File: src/rtl/filter2d_pkg.sv
// Shared definitions for the 2-D filter: sequencer states, tap count and the
// default 3x3 kernel that both the filter core and its sequencer reset to.
package filter2d_pkg;

  localparam int N_TAPS = 9;

  localparam logic [7:0] COEF_CORNER = 8'h08;
  localparam logic [7:0] COEF_EDGE   = 8'h10;
  localparam logic [7:0] COEF_CENTER = 8'h20;

  typedef enum logic [2:0] {
    S_IDLE,
    S_LOAD,
    S_START,
    S_RUN,
    S_DONE,
    S_ERR
  } state_t;

  // Binomial smoothing kernel, row-major: corners, edges, centre.
  function automatic logic [7:0] default_coef(input logic [3:0] idx);
    logic [7:0] coef;
    case (idx)
      4'd0, 4'd2, 4'd6, 4'd8: coef = COEF_CORNER;
      4'd1, 4'd3, 4'd5, 4'd7: coef = COEF_EDGE;
      4'd4:                   coef = COEF_CENTER;
      default:                coef = 8'h00;
    endcase
    return coef;
  endfunction

endpackage

File: src/rtl/filter2d_watchdog.sv
// Loadable cycle counter; flags when the next idle cycle would reach TIMEOUT.
module filter2d_watchdog #(
  parameter int TIMEOUT = 64
) (
  input  logic clk,
  input  logic n_reset,
  input  logic clear,
  input  logic enable,
  output logic timeout
);

  logic [15:0] count;

  always_ff @(posedge clk or negedge n_reset) begin
    if (!n_reset) begin
      count <= '0;
    end else if (clear) begin
      count <= '0;
    end else if (enable && !timeout) begin
      count <= count + 16'd1;
    end
  end

  assign timeout = (count == 16'(TIMEOUT - 1));

endmodule

File: src/rtl/filter2d_ctrl.sv
// Frame sequencer for filter2d_op: downloads the shadow kernel, starts the
// filter and streams its result strobes into the output frame buffer.
module filter2d_ctrl
  import filter2d_pkg::*;
#(
  parameter int WIDTH   = 256,
  parameter int TIMEOUT = 64
) (
  input  logic        clk,
  input  logic        n_reset,
  input  logic        cfg_we,
  input  logic [3:0]  cfg_idx,
  input  logic [7:0]  cfg_data,
  input  logic        go,
  input  logic        err_clr,
  output logic        busy,
  output logic        done,
  output logic        err,
  output logic        f_start,
  output logic        f_h_write,
  output logic [3:0]  f_h_idx,
  output logic [7:0]  f_h_data,
  input  logic        f_o_strb,
  input  logic [7:0]  f_o_data,
  output logic        wr_en,
  output logic [15:0] wr_addr,
  output logic [7:0]  wr_data
);

  // 17 bits so a 256x256 frame (65536 pixels) still has a reachable terminal count.
  localparam logic [16:0] FRAME_PIXELS = 17'(WIDTH * WIDTH);

  state_t      state;
  state_t      state_nxt;
  logic [7:0]  shadow [N_TAPS];
  logic [3:0]  load_cnt;
  logic [16:0] pix_cnt;
  logic        run_strb;
  logic        last_pix;
  logic        cfg_ok;
  logic        wd_clear;
  logic        wd_timeout;

  assign run_strb = (state == S_RUN) && f_o_strb;
  assign last_pix = ((pix_cnt + 17'd1) == FRAME_PIXELS);
  assign cfg_ok   = cfg_we && (cfg_idx < 4'(N_TAPS)) &&
                    ((state == S_IDLE) || (state == S_ERR));
  assign wd_clear = (state == S_START) || run_strb;

  filter2d_watchdog #(
    .TIMEOUT (TIMEOUT)
  ) u_watchdog (
    .clk     (clk),
    .n_reset (n_reset),
    .clear   (wd_clear),
    .enable  (state == S_RUN),
    .timeout (wd_timeout)
  );

  always_ff @(posedge clk or negedge n_reset) begin
    if (!n_reset) begin
      for (int i = 0; i < N_TAPS; i++) begin
        shadow[i] <= default_coef(4'(i));
      end
    end else if (cfg_ok) begin
      shadow[cfg_idx] <= cfg_data;
    end
  end

  // A strobe arriving on the timeout cycle still counts and keeps the frame alive.
  always_comb begin
    state_nxt = state;
    case (state)
      S_IDLE:  if (go) state_nxt = S_LOAD;
      S_LOAD:  if (load_cnt == 4'(N_TAPS - 1)) state_nxt = S_START;
      S_START: state_nxt = S_RUN;
      S_RUN: begin
        if (f_o_strb) begin
          if (last_pix) state_nxt = S_DONE;
        end else if (wd_timeout) begin
          state_nxt = S_ERR;
        end
      end
      S_DONE:  state_nxt = S_IDLE;
      S_ERR:   if (err_clr) state_nxt = S_IDLE;
      default: state_nxt = S_IDLE;
    endcase
  end

  always_ff @(posedge clk or negedge n_reset) begin
    if (!n_reset) begin
      state     <= S_IDLE;
      load_cnt  <= '0;
      pix_cnt   <= '0;
      busy      <= 1'b0;
      done      <= 1'b0;
      err       <= 1'b0;
      f_start   <= 1'b0;
      f_h_write <= 1'b0;
      f_h_idx   <= '0;
      f_h_data  <= '0;
      wr_en     <= 1'b0;
      wr_addr   <= '0;
      wr_data   <= '0;
    end else begin
      state     <= state_nxt;
      busy      <= state_nxt inside {S_LOAD, S_START, S_RUN};
      err       <= (state_nxt == S_ERR);
      done      <= run_strb && last_pix;
      f_start   <= (state == S_START);
      f_h_write <= (state == S_LOAD);
      f_h_idx   <= (state == S_LOAD) ? load_cnt : 4'd0;
      f_h_data  <= (state == S_LOAD) ? shadow[load_cnt] : 8'd0;
      load_cnt  <= (state == S_LOAD) ? load_cnt + 4'd1 : 4'd0;
      wr_en     <= run_strb;
      if (state == S_START) begin
        pix_cnt <= '0;
      end else if (run_strb) begin
        pix_cnt <= pix_cnt + 17'd1;
        wr_addr <= pix_cnt[15:0];
        wr_data <= f_o_data;
      end
    end
  end

endmodule

File: config.mk
export PLATFORM = sky130hd
export DESIGN_NAME = filter2d_ctrl
export DESIGN_NICKNAME = d
export VERILOG_FILES = /design/src/rtl/filter2d_pkg.sv /design/src/rtl/filter2d_watchdog.sv /design/src/rtl/filter2d_ctrl.sv
export SDC_FILE = /design/constraint.sdc
export NUM_CORES = 1
export LEC_CHECK = 0
export BUFFER_PORTS_ARGS = -buffer_cell sky130_fd_sc_hd__buf_2
export CELL_PAD_IN_SITES_DETAIL_PLACEMENT = 1
export CELL_PAD_IN_SITES_GLOBAL_PLACEMENT = 1
export CORE_MARGIN = 10
export CORE_UTILIZATION = 51
export DETAILED_ROUTE_END_ITERATION = 6
export HOLD_SLACK_MARGIN = 0.06
export PLACE_DENSITY_LB_ADDON = 0.1
export RECOVER_POWER = 100
export SYNTH_ARGS = -nofsm -noshare
export SYNTH_HDL_FRONTEND = slang
export SYNTH_HIERARCHICAL = 1
export SYNTH_SLANG_ARGS = --single-unit
File: constraint.sdc
create_clock -name clk -period 5.19 [get_ports clk]
set_input_delay 0.519 -clock clk [delete_from_list [all_inputs] [get_ports clk]]
set_output_delay 0.519 -clock clk [all_outputs]
set_load 0.02 [all_outputs]
==> reports/metrics.cfg <==
[outcome]
status = complete, but fails checks
violations = max-capacitance violations, max-slew violations

[critical_path]
critPathKind = flop to flop
end_kind = flop
crit_fanout = 43
arrival_ns = 4.31
worstSetupStartpointType = flop
cp.required_ns = 5.54

[placement]
place_hpwl_um = 11600
gp_congestion = 0.835
place_inst = 849
dp_slack_ns = 1.42
io_buffers = 67

[sta]
drv_slew = 130
setup_ws_ns = 1.23
rsz0062_at_grt = no
layout_min_cycle_time_ns = 3.96
skew_ns = 0.00926
max_freq_mhz = 252
setup_violations = 0
final_hold_viol_count = 0
period_share = 0.764
tightestPinTransition_ns = 2.51
setup_tns_ns = 0
slew_headroom = -0.673

[grt]
grtUsageTotal = 0.186
grt_start_max_net_pins = 103
grt_pass1_wl_um = 29300
grt_pass1_vias = 5490
grt_antenna_before_repair = 0
overflow = 0

[power_and_ir_drop]
vdd_drop_max_mv = 0.247
p_leak_nw = 3.77
power_density_nw_per_um2 = 339
total_power_w = 0.00276

[layout]
nFillCells = 1482
layout_commonest_cell = dfrtp_1
area_delta_synth_final_pct = 13.1
drive_gt1_frac = 0.237
layout_common_cells = dfrtp_1 (145), nand2_1 (105), mux2_2 (76)
layout.cells.non_filler = 881
nets = 718
antennaDiodeCount = 0

[synthesis]
synth_warnings = 6
seq_area_frac_synth = 0.537
synth_ff_type = dfrtp_1
yosys.area.top_type = dfrtp_1
synth_top_area_share = 0.505
synth.net_count = 667
synth-seq-cells = 154
synth_area_um2 = 7190
netlist_top_cells_area = dfrtp_1 (50%), mux2_2 (12%), nand2_1 (5.5%)
async_reset_ff_frac = 1.00
synth-edff-count = 0
syn_inst = 637
avgSynthCellArea_um2 = 11.3
synth_cell_type_count = 53

[clocking]
cts_resized = 0
cts.sinks = 154
postCtsHoldBufs = 0
clk_pin_slew_worst_paths_ns = 0.06
post_cts_buffers = 0
clockBufferDepth = 2
clkLatencyLatePin_ns = 0.43
cts-root-buf = clkbuf_16
cts-htree-levels = 4
cts_buffers = 17
cts_tree = done

[floorplanning]
die_y_um = 139
initial_core_util = 0.520
core_um2 = 13800
die_area_um2 = 19200
die_x_um = 139
row_count = 43
ioPinCount = 68

[detailed_routing]
wl_per_cell_um = 19.7
via_count = 5082
vias_per_cell = 5.77
drt_iter0_markers = 267
ant_nets = 0
firstDrtPassIters = 4
routed_wl_um = 17300
drc = 0

[run]
max_cap_violations = 4

[worst_hold_path]
hp-class = input port to flop

routing by layer:
layer  routed length, um  global-route usage
met5                   0                   0
met4                 282              0.0599
met2                8180               0.295
met3                 643              0.0435
met1                8250               0.248
cell type report:
cell class / instances / area, um^2 / area share
flip-flops and latches: 154 / 3860 / 0.475
multi-input cells: 436 / 3070 / 0.377
clock buffers: 17 / 425 / 0.0523
repair buffers: 70 / 303 / 0.0372
well taps: 180 / 225 / 0.0277
clock inverters: 15 / 214 / 0.0263
inverters: 9 / 33.8 / 0.00415
power breakdown:
part	internal [W]	switching, W
Sequential	0.00123	0.0000432
Clock	0.000815	0.000520
Combinational	0.0000403	0.000107
registers in the layout (all words and copies together), names as in the netlist:
name	flops
shadow	72
pix_cnt	17
u_watchdog/count	16
wr_addr	16
f_h_data	8
wr_data	8
f_h_idx	4
load_cnt	4
state	3
busy	1
done	1
err	1
f_h_write	1
f_start	1
wr_en	1
kinds of logic (layout without fill, tap and decap cells):
family / after synthesis / count (layout) / synth area share
mux: 103 / 103 / 0.185
buf+inv: 47 / 111 / 0.0284
simple gates: 251 / 251 / 0.174
fa+ha+maj: 4 / 4 / 0.00696
flops: 154 / 154 / 0.537
compound gates: 62 / 62 / 0.0492
xor+xnor: 16 / 16 / 0.0195
critical path: stages, from the launching register on:
cell and delay (ns):
dfrtp_1 0.52, nor2b_1 0.12, and2_0 0.42, nand2_1 0.16
buf_4 0.41, inv_2 0.39, nor2_1 0.83, inv_1 0.59
nand2b_1 0.30, mux2i_1 0.12
path summary, 6_finish.rpt:
kind                                  start             endpoint  slack, ns  cells after the start
worst max-delay path               state[2]  u_watchdog/count[1]       1.23                      9
worst min-delay path            f_o_data[4]           wr_data[4]       0.29                      3
worst max register to register     state[2]  u_watchdog/count[1]       1.23                      9
worst min register to register   wr_addr[4]           wr_addr[4]       0.47                      2
max in group asynchronous           n_reset          load_cnt[0]       1.97                      2
min in group asynchronous           n_reset           wr_addr[6]       0.87                      1
cells in the mapped netlist, drive strengths merged (3+ instances only):
| master | count |
|---|---|
| dfstp | 9 |
| mux2i | 9 |
| inv | 9 |
| or4 | 3 |
| a21oi | 16 |
| nand3 | 19 |
| nand3b | 3 |
| xor2 | 8 |
| nor3 | 14 |
| ha | 4 |
| xnor2 | 8 |
| nor2 | 52 |
| mux2 | 78 |
| dfrtp | 145 |
| nand4 | 7 |
| nor2b | 8 |
| a31oi | 3 |
| or3 | 6 |
| clkbuf | 20 |
| nand2b | 6 |
| and2 | 6 |
| nor4 | 9 |
| o21ai | 31 |
| o31ai | 4 |
| buf | 18 |
| nand2 | 106 |
| and3 | 3 |
| mux4 | 16 |
through the flow:
stage,utilization,hold WS [ns],cell area [um^2]
after global placement,0.550,0.452,7610
after floorplan,-,0.223,7190
after detailed placement,0.550,0.459,7610
final,0.588,0.288,8130
after CTS,0.597,0.238,8250
after global routing,0.588,0.290,8130
No activity file was read; power rests on OpenSTA's default activity.
